<file path="src/rtl/id_ex_pkg.sv">
// Shared types and default widths for the ID/EX operand stage.
// fwd_src_t names the source picked for one forwarded operand.
package id_ex_pkg;

    localparam int DEF_DATA_W = 32;
    localparam int DEF_REG_W  = 5;
    localparam int DEF_CNT_W  = 16;

    typedef enum logic [1:0] {
        FWD_RF,
        FWD_1,
        FWD_2,
        FWD_ZERO
    } fwd_src_t;

endpackage

</file>
<file path="src/rtl/id_ex_operand_stage_fwd_sel.sv">
// Combinational operand forward select for one source register.
// r0 always reads zero; the nearer downstream stage (fw1) beats fw2.
module fwd_sel
    import id_ex_pkg::*;
#(
    parameter int DATA_W = DEF_DATA_W,
    parameter int REG_W  = DEF_REG_W
) (
    input  logic [REG_W-1:0]  src_reg,
    input  logic [DATA_W-1:0] rf_data,
    input  logic              fw1_we,
    input  logic [REG_W-1:0]  fw1_reg,
    input  logic [DATA_W-1:0] fw1_data,
    input  logic              fw2_we,
    input  logic [REG_W-1:0]  fw2_reg,
    input  logic [DATA_W-1:0] fw2_data,
    output logic [DATA_W-1:0] fwd_data,
    output fwd_src_t          fwd_src
);

    always_comb begin
        fwd_src = FWD_RF;
        if (src_reg == '0) begin
            fwd_src = FWD_ZERO;
        end else if (fw1_we && (fw1_reg == src_reg)) begin
            fwd_src = FWD_1;
        end else if (fw2_we && (fw2_reg == src_reg)) begin
            fwd_src = FWD_2;
        end
    end

    always_comb begin
        fwd_data = rf_data;
        case (fwd_src)
            FWD_ZERO: fwd_data = '0;
            FWD_1:    fwd_data = fw1_data;
            FWD_2:    fwd_data = fw2_data;
            default:  fwd_data = rf_data;
        endcase
    end

endmodule

</file>
<file path="src/rtl/id_ex_operand_stage.sv">
// ID/EX pipeline register with operand forwarding, load-use stall and a
// saturating stall counter; forward sources are exported for debug.
module id_ex_operand_stage
    import id_ex_pkg::*;
#(
    parameter int DATA_W = DEF_DATA_W,
    parameter int REG_W  = DEF_REG_W,
    parameter int CNT_W  = DEF_CNT_W
) (
    input  logic              clk,
    input  logic              rst,
    input  logic              in_valid,
    output logic              in_ready,
    input  logic [REG_W-1:0]  rs,
    input  logic [REG_W-1:0]  rt,
    input  logic [REG_W-1:0]  rd,
    input  logic [DATA_W-1:0] rf_out1,
    input  logic [DATA_W-1:0] rf_out2,
    input  logic [DATA_W-1:0] ext,
    input  logic              RegDst,
    input  logic              ALUSrc,
    input  logic              MemtoReg_in,
    input  logic              MemRead_in,
    input  logic              MemWrite_in,
    input  logic              RegWrite_in,
    input  logic              fw1_RegWrite,
    input  logic              fw1_pending,
    input  logic [REG_W-1:0]  fw1_reg,
    input  logic [DATA_W-1:0] fw1_data,
    input  logic              fw2_RegWrite,
    input  logic [REG_W-1:0]  fw2_reg,
    input  logic [DATA_W-1:0] fw2_data,
    input  logic              flush,
    output logic              out_valid,
    input  logic              out_ready,
    output logic [DATA_W-1:0] op_a,
    output logic [DATA_W-1:0] op_b,
    output logic [DATA_W-1:0] store_data,
    output logic [REG_W-1:0]  DstReg,
    output logic              MemtoReg,
    output logic              MemRead,
    output logic              MemWrite,
    output logic              RegWrite,
    output logic [CNT_W-1:0]  stall_cnt,
    output fwd_src_t          dbg_fwd_a,
    output fwd_src_t          dbg_fwd_b
);

    logic [DATA_W-1:0] fa, fb;

    fwd_sel #(.DATA_W(DATA_W), .REG_W(REG_W)) u_fwd_a (
        .src_reg (rs),        .rf_data (rf_out1),
        .fw1_we  (fw1_RegWrite), .fw1_reg (fw1_reg), .fw1_data (fw1_data),
        .fw2_we  (fw2_RegWrite), .fw2_reg (fw2_reg), .fw2_data (fw2_data),
        .fwd_data(fa),        .fwd_src (dbg_fwd_a)
    );

    fwd_sel #(.DATA_W(DATA_W), .REG_W(REG_W)) u_fwd_b (
        .src_reg (rt),        .rf_data (rf_out2),
        .fw1_we  (fw1_RegWrite), .fw1_reg (fw1_reg), .fw1_data (fw1_data),
        .fw2_we  (fw2_RegWrite), .fw2_reg (fw2_reg), .fw2_data (fw2_data),
        .fwd_data(fb),        .fwd_src (dbg_fwd_b)
    );

    logic              out_valid_q, out_valid_d;
    logic [DATA_W-1:0] op_a_q, op_a_d, op_b_q, op_b_d, store_data_q, store_data_d;
    logic [REG_W-1:0]  dst_reg_q, dst_reg_d;
    logic              mem_to_reg_q, mem_to_reg_d, mem_read_q, mem_read_d;
    logic              mem_write_q, mem_write_d, reg_write_q, reg_write_d;
    logic [CNT_W-1:0]  stall_cnt_q, stall_cnt_d;

    logic rt_used, hazard, adv;

    // Handshakes: a word moves on a side when valid && ready at the rising
    // edge; flush always drains the input side and squashes the stage.
    always_comb begin
        rt_used  = !ALUSrc || MemWrite_in;
        hazard   = in_valid && fw1_pending && fw1_RegWrite && (fw1_reg != '0) &&
                   ((fw1_reg == rs) || (rt_used && (fw1_reg == rt)));
        adv      = out_ready || !out_valid_q;
        in_ready = flush || (adv && !hazard);
    end

    always_comb begin
        out_valid_d  = out_valid_q;
        op_a_d       = op_a_q;
        op_b_d       = op_b_q;
        store_data_d = store_data_q;
        dst_reg_d    = dst_reg_q;
        mem_to_reg_d = mem_to_reg_q;
        mem_read_d   = mem_read_q;
        mem_write_d  = mem_write_q;
        reg_write_d  = reg_write_q;
        if (flush) begin
            out_valid_d = 1'b0;
        end else if (adv && hazard) begin
            out_valid_d = 1'b0;
        end else if (adv && in_valid) begin
            out_valid_d  = 1'b1;
            op_a_d       = fa;
            op_b_d       = ALUSrc ? ext : fb;
            store_data_d = fb;
            dst_reg_d    = RegDst ? rd : rt;
            mem_to_reg_d = MemtoReg_in;
            mem_read_d   = MemRead_in;
            mem_write_d  = MemWrite_in;
            reg_write_d  = RegWrite_in;
        end else if (adv) begin
            out_valid_d = 1'b0;
        end
    end

    // Counts stalled decode cycles, including those hidden behind backpressure.
    always_comb begin
        stall_cnt_d = stall_cnt_q;
        if (hazard && !flush && (stall_cnt_q != '1)) begin
            stall_cnt_d = stall_cnt_q + 1'b1;
        end
    end

    always_ff @(posedge clk or posedge rst) begin
        if (rst) begin
            out_valid_q  <= 1'b0;
            op_a_q       <= '0;
            op_b_q       <= '0;
            store_data_q <= '0;
            dst_reg_q    <= '0;
            mem_to_reg_q <= 1'b0;
            mem_read_q   <= 1'b0;
            mem_write_q  <= 1'b0;
            reg_write_q  <= 1'b0;
            stall_cnt_q  <= '0;
        end else begin
            out_valid_q  <= out_valid_d;
            op_a_q       <= op_a_d;
            op_b_q       <= op_b_d;
            store_data_q <= store_data_d;
            dst_reg_q    <= dst_reg_d;
            mem_to_reg_q <= mem_to_reg_d;
            mem_read_q   <= mem_read_d;
            mem_write_q  <= mem_write_d;
            reg_write_q  <= reg_write_d;
            stall_cnt_q  <= stall_cnt_d;
        end
    end

    // Side-effecting controls are masked so a bubble can never write.
    assign out_valid  = out_valid_q;
    assign op_a       = op_a_q;
    assign op_b       = op_b_q;
    assign store_data = store_data_q;
    assign DstReg     = dst_reg_q;
    assign MemtoReg   = mem_to_reg_q;
    assign MemRead    = mem_read_q && out_valid_q;
    assign MemWrite   = mem_write_q && out_valid_q;
    assign RegWrite   = reg_write_q && out_valid_q;
    assign stall_cnt  = stall_cnt_q;

endmodule

</file>
<file path="config.mk">
export PLATFORM = sky130hd
export DESIGN_NAME = id_ex_operand_stage
export DESIGN_NICKNAME = d
export VERILOG_FILES = /design/src/rtl/id_ex_pkg.sv /design/src/rtl/id_ex_operand_stage_fwd_sel.sv /design/src/rtl/id_ex_operand_stage.sv
export SDC_FILE = /design/constraint.sdc
export NUM_CORES = 1
export LEC_CHECK = 0
export BUFFER_PORTS_ARGS = -buffer_cell sky130_fd_sc_hd__buf_2
export CAP_MARGIN = 30
export CELL_PAD_IN_SITES_DETAIL_PLACEMENT = 0
export CELL_PAD_IN_SITES_GLOBAL_PLACEMENT = 1
export CORE_ASPECT_RATIO = 1.2
export CORE_UTILIZATION = 33
export CTS_CLUSTER_SIZE = 16
export DETAILED_ROUTE_END_ITERATION = 7
export PLACE_DENSITY_LB_ADDON = 0.2
export SLEW_MARGIN = 20
export SYNTH_ARGS = -nofsm -noshare
export SYNTH_HDL_FRONTEND = slang
export SYNTH_SLANG_ARGS = --single-unit
</file>
<file path="constraint.sdc">
create_clock -name clk -period 3.1 [get_ports clk]
set_input_delay 0.155 -clock clk [delete_from_list [all_inputs] [get_ports clk]]
set_output_delay 0.155 -clock clk [all_outputs]
set_load 0.01 [all_outputs]
</file>
; ---- Word level (Yosys, flattened, before mapping)
; Cells that the tools add are included.
[word_totals]
inputBits = 199
out_inout_bits = 127
regBits = 122
elab_cells = 68
[op_classes]
n_eq_ne = 11
bitwise = 2
reduce_logical = 30
muxes = 14
add_sub_neg = 1
[ops]
columns = cell, n
row1 = $pmux 32 s3, 2
row2 = $mux 32, 1
row3 = $eq 5x5->1, 4
row4 = $logic_and 1x1->1, 17
row5 = $add 16x1->16 const B, 1
row6 = $ne 16x16->1 const B, 1
row7 = $mux 2, 6
row8 = $logic_not 5->1, 2
row9 = $eq 2x2->1 const B, 4
row10 = $mux 5, 1
row11 = $reduce_bool 5->1, 1
row12 = $eq 2x1->1 const B, 2
row13 = $logic_not 1->1, 4
row14 = $logic_or 1x1->1, 4
row15 = $mux 1, 4
row16 = $reduce_bool 4->1, 1
row17 = $reduce_and 3->1, 1
row18 = $not 1->1, 2

; ---- Longest topological paths before layout
; Gate-level depths: netlist of the first run.
[depth]
ltp_word = 8
mapped_depth = 9
ltp_nobuf = 6

; ---- Cells and area by module
; Synthesis of the first run repeated with hierarchy kept, for this count alone.
[hier_totals]
cells_unflattened = 740
area_unflattened_um2 = 8119.0
[modules_own_cells]
columns = module, area_per_inst_um2, seq_area_each_um2, cells_per_inst, instances
row1 = id_ex_operand_stage, 5554.1, 3052.9, 366, 1
row2 = fwd_sel, 1282.5, 0.0, 187, 2

; ---- Worst setup path before layout of the first run
; Ideal clock, no wire load.
[synth_path]
path_type = register to register
startpoint = register stall_cnt_q[0], in the netlist stall_cnt[0]
endpoint = register stall_cnt_q[7], in the netlist stall_cnt[7]
arrival_time_ps = 1842
t_required_ps = 3021
setup_slack_ps = 1178
path_stages_with_launch = 8
setup_time_ps = 79
synth_period_minus_slack_ps = 1922
path_buffers = 1
cell_sequence = dfrtp_1 ha_1 nand3_1 nor4_1 or4b_1 buf_2 nor4b_2 xor2_1
[synth_between]
elab_chain_cells = 2
word_cells_on_any_way = 3
classes_between = add/sub (1) / eq/ne (1) / reduce/logical (1)
[synth_lines]
columns = item, line_no
row1 = from (decl), id_ex_operand_stage.sv:70  ; logic [CNT_W-1:0] stall_cnt_q, stall_cnt_d;
row2 = from (signal assigned), id_ex_operand_stage.sv:143  ; stall_cnt_q <= stall_cnt_d;
row3 = branches (longest 2 deep; another with $add 16x1->16), --
; Parallel ways; which one is timed is not known.
; A chain may end at the register's enable or synchronous reset.

; ---- Final worst setup path of the first run
[layout_path]
startpoint = input MemWrite_in
endpoint = output in_ready
[layout_between]
elab_chain_cells = 7
[layout_lines]
columns = item, line_no
row1 = from (decl), id_ex_operand_stage.sv:24  ; input logic MemWrite_in,
row2 = $logic_or 1x1->1, id_ex_operand_stage.sv:77  ; rt_used = !ALUSrc || MemWrite_in;
row3 = $logic_and 1x1->1, id_ex_operand_stage.sv:79  ; ((fw1_reg == rs) || (rt_used && (fw1_reg == rt)));
row4 = $logic_or 1x1->1, id_ex_operand_stage.sv:79
row5 = $logic_and 1x1->1, id_ex_operand_stage.sv:78  ; hazard = in_valid && fw1_pending && fw1_RegWrite && (fw1_reg != '0) &&
row6 = $logic_not 1->1, id_ex_operand_stage.sv:81  ; in_ready = flush || (adv && !hazard);
row7 = $logic_and 1x1->1, id_ex_operand_stage.sv:81
row8 = $logic_or 1x1->1, id_ex_operand_stage.sv:81
row9 = to (decl), id_ex_operand_stage.sv:13  ; output logic in_ready,
; Every way passes these cells.

==> impl_metrics.py, run 1 <==
metrics = {
    "global_routing": {
        "first_global_vias": 8579,
        "grt_pass1_wl_um": 51000,
        "grt_start_max_net_pins": 66,
        "antenna_found_initial": 6,
        "gr-total-overflow": 0,
        "grt.total_usage": 0.266,
    },
    "power_and_ir_drop": {
        "ir_drop_mv": 0.339,
        "p_per_area_nw_per_um2": 510,
        "p_leak_nw": 5.03,
    },
    "min_path": {
        "holdCritStartpoint": "out_ready",
        "min_delay_worst_endpoint": "out_valid",
        "hold_depth": 3,
        "hp-class": "primary input to register",
    },
    "logic_synthesis": {
        "syn_inst": 891,
        "netlist.area_leader.share": 0.375,
        "syn_area_um2": 8150,
        "synth_area_leaders": "dfrtp_1, o31ai_1, a31oi_1",
        "yosysSeqAreaShare": 0.375,
        "synth.distinct_cells": 48,
        "synth_nets": 1091,
        "avgSynthCellArea_um2": 9.15,
        "synth_top_cell_by_area": "dfrtp_1",
        "ys_seq_elements": 122,
        "yosys_warnings": 0,
    },
    "floorplan": {
        "io_pins": 326,
        "die_h_um": 174,
        "initial_utilization": 0.338,
        "die_width_um": 145,
        "rows": 62,
        "dieArea_um2": 25300,
        "core_area_um2": 24100,
    },
    "critical_path": {
        "cp_data_arrival_time_ns": 2.19,
        "critPathCaptureType": "output pin",
        "r2r_end": "stall_cnt[11]",
        "cp_data_required_time_ns": 2.94,
        "r2r_slack_ns": 1.04,
        "cp-start-kind": "primary input",
        "r2r_start": "stall_cnt[0]",
        "worst-setup-path-type": "primary input to output pin",
        "crit_fanout": 14,
        "worst_r2r_path_depth": 6,
    },
    "sta": {
        "tns_ns": 0,
        "hold_viol_final": 0,
        "period_share": 0.758,
        "drv_slew": 0,
        "rsz0062_at_grt": "false",
        "clock_skew_ns": 0.0112,
        "setup_violations": 0,
        "max_freq_ghz": 0.426,
        "tightest_slew_ns": 0.852,
        "fin_crit_ns": 2.35,
        "slew_headroom": 0.431,
    },
    "clock_tree": {
        "root_buffer": "clkbuf_16",
        "clk_pin_slew_ns": 0.06,
        "tritoncts": "built",
        "cts_buffer_depth": 2,
        "clock_latency_ns": 0.43,
        "numCtsBuffers": 17,
        "numClockSinks": 122,
        "cts_max_level": 4,
    },
    "outcome": {
        "status": "complete, no violations",
    },
    "drt": {
        "routed_via_density": 5.66,
        "wl_per_cell_um": 22.4,
        "route.detailed.drc": 0,
        "vias": 8534,
        "routed_wl_um": 33800,
        "drt_pass1_iterations": 5,
        "postRouteAntennaNets": 0,
        "drt_iter0_drc": 514,
    },
    "finish": {
        "final_area_um2": 10700,
        "num-nets-final": 1371,
        "drive_above_1_share": 0.366,
        "utilization": 0.445,
        "area_growth_pct": 31.6,
    },
    "placement": {
        "dp_hpwl_um": 24700,
        "portBuffers": 325,
        "dpl_cell_area_um2": 10100,
        "gp_congestion": 0.856,
    },
    "job": {
        "cap_violations": 0,
    },
}
==> repair_timing <==
item                                   in CTS  in global routing
hold buffers                                5                  0
endpoints found under the hold margin      35                  0
buffers inserted                            0                  0
resized for setup                           0                  0
==> per-stage QoR <==
| step | setup slack [ns] | cells | hold slack, ns | total power, mW |
|---|---|---|---|---|
| global placement | 0.776 | 1467 | 0.336 | 3.49 |
| CTS | 0.753 | 1504 | 0.0284 | 5.51 |
| global route | 0.617 | 1506 | 0.0901 | 5.72 |
| finish | 0.751 | 1509 | 0.0423 | 5.47 |
| floorplan | 1.18 | 891 | 0.264 | 2.79 |
| detailed placement | 0.756 | 1467 | 0.340 | 3.50 |
==> how the worst max path moves through the flow <==
stage,startpoint,endpoint,slack [ns],depth (start not counted)
detailed placement,rt[4],op_b[13],0.76,8
floorplan,stall_cnt[0],stall_cnt[7],1.18,7
global route,MemWrite_in,in_ready,0.62,8
finish,MemWrite_in,in_ready,0.75,8
global placement,rt[4],op_b[13],0.78,8
CTS,MemWrite_in,in_ready,0.75,8
==> cell usage after synthesis (all sizes together) <==
| master | number |
|---|---|
| a21boi | 32 |
| a21o | 2 |
| a21oi | 34 |
| a2bb2o | 1 |
| a2bb2oi | 1 |
| a31oi | 64 |
| a32oi | 32 |
| and2 | 4 |
| and3 | 34 |
| and4 | 1 |
| buf | 29 |
| clkbuf | 67 |
| dfrtp | 122 |
| ha | 1 |
| inv | 97 |
| mux2 | 47 |
| mux2i | 32 |
| nand2 | 13 |
| nand2b | 2 |
| nand3 | 38 |
| nand3b | 1 |
| nand4 | 7 |
| nand4b | 32 |
| nor2 | 9 |
| nor2b | 1 |
| nor3 | 11 |
| nor3b | 2 |
| nor4 | 2 |
| nor4b | 3 |
| o21ai | 33 |
| o22ai | 1 |
| o311ai | 32 |
| o31ai | 64 |
| or2 | 2 |
| or4 | 1 |
| or4b | 2 |
| xnor2 | 15 |
| xor2 | 20 |
==> layout by cell type, fill, tap and decap left out, types with 18 or more instances in the layout <==
cell,count
a32oi_1,32
a21oi_1,32
mux2_2,29
mux2i_1,32
mux2_1,18
o21ai_0,33
a21boi_0,32
a31oi_1,64
buf_2,325
nand4b_1,32
and3_1,33
o31ai_1,64
xor2_1,19
nand3_1,36
dfrtp_1,122
buf_4,22
inv_1,96
==> cell families (layout without fill, tap and decap cells) <==
kind of cell / count (synthesis) / after routing / synth area share
buffers and inverters: 193 / 486 / 0.0976
other: 0 / 5 / 0
flip-flops: 122 / 122 / 0.375
XOR/XNOR: 35 / 35 / 0.0376
multiplexers: 79 / 79 / 0.104
AND/OR/NAND/NOR: 165 / 165 / 0.129
AO/OA/AOI/OAI: 296 / 296 / 0.255
adder cells (fa/ha/maj): 1 / 1 / 0.00153
==> power breakdown <==
part	switching, mW	internal [mW]
registers	0.163	1.87
logic	0.840	0.607
clock network	0.814	1.17
==> worst max-delay path: stages <==
cell and delay, ns:
dlygate4sd3_1 0.54, buf_2 0.12, nor2b_1 0.04, nor3_1 0.30
a2bb2o_4 0.25, nand2_1 0.35, a21o_1 0.28, buf_2 0.15
==> flip-flops by register name, indices dropped and copies added, names as in the netlist <==
name,count
mem_read_q,1
DstReg,5
reg_write_q,1
out_valid,1
mem_write_q,1
op_a,32
stall_cnt,16
MemtoReg,1
store_data,32
op_b,32
==> per-layer routing <==
metal / track usage / wire length [um] / vias up
met5: 0 / 0 / -
met4: 0.114 / 1070 / 0
met3: 0.0627 / 2480 / 58
met2: 0.457 / 16800 / 383
met1: 0.315 / 13500 / 4190
li1: - / - / 3903
==> cell type report <==
type	instances	area, um^2
sequential	122	3050
fill	2464	13400
timing repair buffer	357	1940
tap	320	400
clock buffer	20	467
multi-input combinational	576	4370
antenna	5	12.5
inverter	97	368
clock inverter	12	114
(Power assumes the default switching activity.)
==> run 2: changes to the inputs <==
==> constraint.sdc (replaced) <==
create_clock -name clk -period 2.04 [get_ports clk]
set_input_delay 0.102 -clock clk [delete_from_list [all_inputs] [get_ports clk]]
set_output_delay 0.102 -clock clk [all_outputs]
set_load 0.01 [all_outputs]
==> impl_metrics.py, run 2 (synthesis gave the netlist of run 1 again) <==
metrics = {
    "critical_path": {
        "cp_data_arrival_time_ns": 2.25,
        "r2r_start": "stall_cnt[1]",
        "worst_r2r_path_depth": 6,
        "cp_data_required_time_ns": 2.38,
        "critPathCaptureType": "register",
        "crit_slowest_cell": "or4b_4",
        "path_cells": "ha_1, nand3_1, nor4_2, or4b_4, nor4b_2, xor2_1",
        "crit_fanout": 6,
        "max_stage_delay_ns": 0.59,
        "r2r_end": "stall_cnt[11]",
        "cp-start-kind": "register",
        "critPathBufInv": 0,
        "worst-setup-path-type": "register to register",
        "crit_family": "simple AND/OR/NAND/NOR gates",
        "r2r_slack_ns": 0.13,
    },
    "sta": {
        "setup_slack_ns": 0.129,
        "drv_slew": 0,
        "setup_violations": 0,
        "clock_skew_ns": 0.0115,
        "slew_headroom": 0.451,
        "tightest_slew_ns": 0.821,
        "rsz0062_at_grt": "false",
        "max_freq_ghz": 0.523,
        "fin_crit_ns": 1.91,
        "tns_ns": 0,
        "period_share": 0.937,
        "hold_viol_final": 0,
    },
    "floorplan": {
        "io_pins": 326,
        "die_width_um": 145,
        "dieArea_um2": 25300,
        "initial_utilization": 0.338,
        "core_area_um2": 24100,
        "rows": 62,
        "die_h_um": 174,
    },
    "min_path": {
        "holdCritStartpoint": "out_ready",
        "hp-class": "primary input to register",
        "min_delay_worst_endpoint": "out_valid",
        "hold_depth": 3,
    },
    "global_routing": {
        "grt.total_usage": 0.266,
        "grt_pass1_wl_um": 51300,
        "first_global_vias": 8627,
        "antenna_found_initial": 10,
        "gr-total-overflow": 0,
        "grt_start_max_net_pins": 75,
    },
    "placement": {
        "dp_hpwl_um": 24800,
        "post-place-ws_ns": -0.0374,
        "gp_congestion": 0.890,
        "dp.cells": 1499,
        "portBuffers": 325,
    },
    "clock_tree": {
        "root_buffer": "clkbuf_16",
        "post_cts.repair.setup_buffers": 0,
        "cts_max_level": 4,
        "cts_buffer_depth": 2,
        "clk_pin_slew_ns": 0.06,
        "tritoncts": "built",
        "clock_latency_ns": 0.42,
        "numCtsBuffers": 17,
        "numClockSinks": 122,
    },
    "power_and_ir_drop": {
        "ir_drop_mv": 0.533,
        "p_leak_nw": 5.26,
        "p_switching_mw": 2.79,
        "p_total_mw": 8.55,
        "p_int_mw": 5.77,
        "pwr-share-clk": 0.370,
        "p_sw_frac": 0.326,
        "pwr-share-seq": 0.360,
        "combPwrFrac": 0.270,
        "p_per_area_nw_per_um2": 766,
    },
    "outcome": {
        "status": "complete, no violations",
    },
    "drt": {
        "wl_per_cell_um": 22.0,
        "postRouteAntennaNets": 0,
        "drt_iter0_drc": 570,
        "route.detailed.drc": 0,
        "routed_via_density": 5.57,
        "routed_wl_um": 34000,
        "vias": 8599,
        "drt_pass1_iterations": 6,
    },
    "finish": {
        "drive_above_1_share": 0.386,
        "layout_commonest_cell": "buf_2",
        "most-common-layout-cells": "buf_2, dfrtp_1, inv_1",
        "area_growth_pct": 37.1,
        "stdcell_count": 1543,
        "num-nets-final": 1403,
    },
    "job": {
        "cap_violations": 0,
    },
}
[run 2: area by class of cell]
| cell class | count | area [um^2] |
|---|---|---|
| repair buffers | 389 | 2330 |
| fillers | 2410 | 13000 |
| diodes | 8 | 20.0 |
| well taps | 320 | 400 |
| inverters | 97 | 368 |
| flip-flops and latches | 122 | 3050 |
| clock buffers | 17 | 425 |
| multi-input cells | 576 | 4400 |
| clock inverters | 14 | 171 |
[run 2: power by group through the flow]
stage	sequential, mW	combinational, mW	clock (mW)
after floorplan	3.29	0.956	0
after global placement	3.11	2.29	0
after detailed placement	3.11	2.31	0
after CTS	3.08	2.32	3.22
after global routing	3.13	2.50	3.31
final	3.08	2.31	3.17
[run 2: worst max path at each step]
| stage | start | end | slack (ns) | depth (start not counted) |
|---|---|---|---|---|
| final | stall_cnt[1] | stall_cnt[11] | 0.13 | 6 |
| after floorplan | stall_cnt[0] | stall_cnt[7] | 0.12 | 7 |
| after CTS | stall_cnt[1] | stall_cnt[11] | 0.02 | 6 |
| after global routing | stall_cnt[1] | stall_cnt[5] | 0.003 | 6 |
| after detailed placement | fw2_reg[1] | op_b[3] | -0.04 | 8 |
| after global placement | rt[3] | op_b[3] | -0.05 | 7 |
[run 2: through the flow]
step | hold slack [ns] | util | instance area, um^2
4_1_cts | 0.00629 | 0.461 | 11100
6_report | 0.0221 | 0.463 | 11200
3_5_place_dp | 0.238 | 0.434 | 10500
3_3_place_gp | 0.237 | 0.434 | 10500
2_1_floorplan | 0.211 | - | 8150
5_1_grt | 0.0332 | 0.463 | 11200
[run 2: worst register-to-register path, delay by kind of cell (launching register included)]
kind / cells / cell delay (ns)
flip-flops: 1 / 0.39
XOR/XNOR: 1 / 0.16
AND/OR/NAND/NOR: 4 / 1.08
adder cells (fa/ha/maj): 1 / 0.21
[run 2: what timing repair did]
action | 4_1_cts | 5_1_grt
gates resized for setup | 0 | 6
hold buffers | 5 | 0
setup endpoints to repair | 0 | 9
hold endpoints to repair | 126 | 0
[run 2: layer usage]
metal | track usage | part of all wire
met5 | 0 | 0.00038
met4 | 0.104 | 0.025
met3 | 0.0520 | 0.067
met2 | 0.458 | 0.50
met1 | 0.326 | 0.40
==> run 3: changes to the inputs <==
==> constraint.sdc (replaced) <==
create_clock -name clk -period 2.04 [get_ports clk]
set_input_delay 0.408 -clock clk [delete_from_list [all_inputs] [get_ports clk]]
set_output_delay 0.408 -clock clk [all_outputs]
set_load 0.01 [all_outputs]
==> impl_metrics.py, run 3 (synthesis gave the netlist of run 1 again) <==
metrics = {
    "outcome": {
        "status": "complete, no violations",
    },
    "power_and_ir_drop": {
        "pwr-share-seq": 0.365,
        "ir_drop_mv": 0.531,
        "p_int_mw": 5.60,
        "p_leak_nw": 5.71,
        "p_switching_mw": 2.86,
        "p_per_area_nw_per_um2": 709,
        "pwr-share-clk": 0.342,
        "combPwrFrac": 0.294,
        "p_sw_frac": 0.338,
    },
    "sta": {
        "fin_crit_ns": 1.99,
        "tightest_slew_ns": 0.648,
        "setup_slack_ns": 0.0467,
        "clock_skew_ns": 0.00961,
        "max_freq_ghz": 0.502,
        "hold_viol_final": 0,
        "tns_ns": 0,
        "whs_ns": 0.0851,
        "rsz0062_at_grt": "true",
        "slew_headroom": 0.567,
        "setup_violations": 0,
        "period_share": 0.977,
        "drv_slew": 0,
    },
    "drt": {
        "wl_per_cell_um": 21.3,
        "postRouteAntennaNets": 0,
        "route.detailed.drc": 0,
        "met1Wirelength_um": 14100,
        "routed_wl_um": 34600,
        "vias": 8995,
        "drt_pass1_iterations": 5,
        "drt_iter0_drc": 495,
        "met3_length_um": 2420,
        "routed.top_layer": "met5",
        "routed_via_density": 5.53,
        "dr_wl_met2_um": 17000,
    },
    "job": {
        "cap_violations": 0,
    },
    "critical_path": {
        "cp_data_required_time_ns": 1.63,
        "crit_slowest_cell": "nor3_4",
        "critPathBufInv": 3,
        "crit_fanout": 4,
        "cp-start-kind": "primary input",
        "max_stage_delay_ns": 0.27,
        "crit_path_frequent_cell": "buf_2",
        "worst-setup-path-type": "primary input to output pin",
        "crit_family": "simple AND/OR/NAND/NOR gates",
        "critPathCaptureType": "output pin",
        "path_cells": "buf_2, xor2_1, nor3_4, and2_4, buf_4, o22ai_2, buf_2",
        "cp_data_arrival_time_ns": 1.59,
    },
    "clock_tree": {
        "numCtsBuffers": 17,
        "clock_latency_ns": 0.44,
        "cts_max_level": 4,
        "root_buffer": "clkbuf_16",
        "cts-hold-fix-buffers": 0,
        "cts_buffer_depth": 2,
        "clk_pin_slew_ns": 0.06,
        "numClockSinks": 122,
        "tritoncts": "built",
    },
    "placement": {
        "post-place-ws_ns": -0.360,
        "portBuffers": 325,
        "dp.cells": 1576,
        "dp_hpwl_um": 25500,
        "gp_congestion": 0.871,
    },
    "floorplan": {
        "core_area_um2": 24100,
        "initial_utilization": 0.338,
        "die_width_um": 145,
        "die_h_um": 174,
        "rows": 62,
        "dieArea_um2": 25300,
        "io_pins": 326,
    },
    "finish": {
        "most-common-layout-cells": "buf_2, buf_4, dfrtp_1",
        "area_growth_pct": 46.4,
        "layout_commonest_cell": "buf_2",
        "num-nets-final": 1486,
        "seqCellArea_um2": 3050,
        "multi_input_area_um2": 4570,
        "nFillCells": 2345,
        "drive_above_1_share": 0.442,
        "stdcell_count": 1627,
    },
    "global_routing": {
        "grt_start_max_net_pins": 69,
        "grt.total_usage": 0.271,
        "grt_pass1_wl_um": 52200,
        "antenna_found_initial": 10,
        "first_global_vias": 9021,
        "gr-total-overflow": 0,
    },
    "min_path": {
        "hp-class": "primary input to async pin",
    },
}
-- run 3: power groups by stage --
| stage | clock (mW) | combinational [mW] | sequential (mW) |
|---|---|---|---|
| finish | 2.89 | 2.48 | 3.09 |
| global placement | 0 | 2.36 | 3.12 |
| floorplan | 0 | 0.956 | 3.29 |
| CTS | 2.94 | 2.44 | 3.08 |
| detailed placement | 0 | 2.38 | 3.12 |
| global route | 3.03 | 2.69 | 3.14 |
-- run 3: timing repair --
item | CTS | global route
resized for setup | 15 | 21
endpoints found under the setup margin | 6 | 12
pin swaps | 5 | 10
endpoints found under the hold margin | 0 | 0
gates cloned | 1 | 1
buffers inserted | 5 | 4
-- run 3: stage by stage --
step	power, mW	utilization	cell area (um^2)
after global placement	5.48	0.456	11000
after detailed placement	5.50	0.456	11000
after floorplan	4.24	-	8150
after CTS	8.46	0.485	11700
final	8.46	0.495	11900
after global routing	8.86	0.494	11900
-- run 3: worst paths after layout --
kind / startpoint / to / slack [ns] / cells after the start
max in group asynchronous: rst / store_data[6] / 1.59 / 3
worst max register to register: stall_cnt[0] / stall_cnt[11] / 0.13 / 6
worst max-delay path: fw1_reg[1] / dbg_fwd_b[1] / 0.05 / 7
min in group clk: MemtoReg_in / MemtoReg / 0.18 / 2
worst min-delay path: rst / op_b[21] / 0.09 / 3
worst min register to register: op_a[26] / op_a[26] / 0.48 / 1
-- run 3: final cells by class --
| class | count | share of cell area |
|---|---|---|
| sequential | 122 | 0.256 |
| tap | 320 | 0.0336 |
| multi-input combinational | 576 | 0.383 |
| clock buffer | 19 | 0.0380 |
| antenna | 9 | 0.00189 |
| inverter | 97 | 0.0308 |
| clock inverter | 12 | 0.00786 |
| timing repair buffer | 472 | 0.249 |
-- run 3: worst min-delay path, cell delays in order --
cell and delay, ns:
buf_2 0.11, clkinvlp_4 0.10, buf_12 0.28
-- run 3: metal layers --
| layer | vias to the layer above | GRT usage |
|---|---|---|
| li1 | 4142 | - |
| met1 | 4419 | 0.328 |
| met2 | 366 | 0.464 |
| met3 | 66 | 0.0588 |
| met4 | 2 | 0.114 |
| met5 | - | 0 |
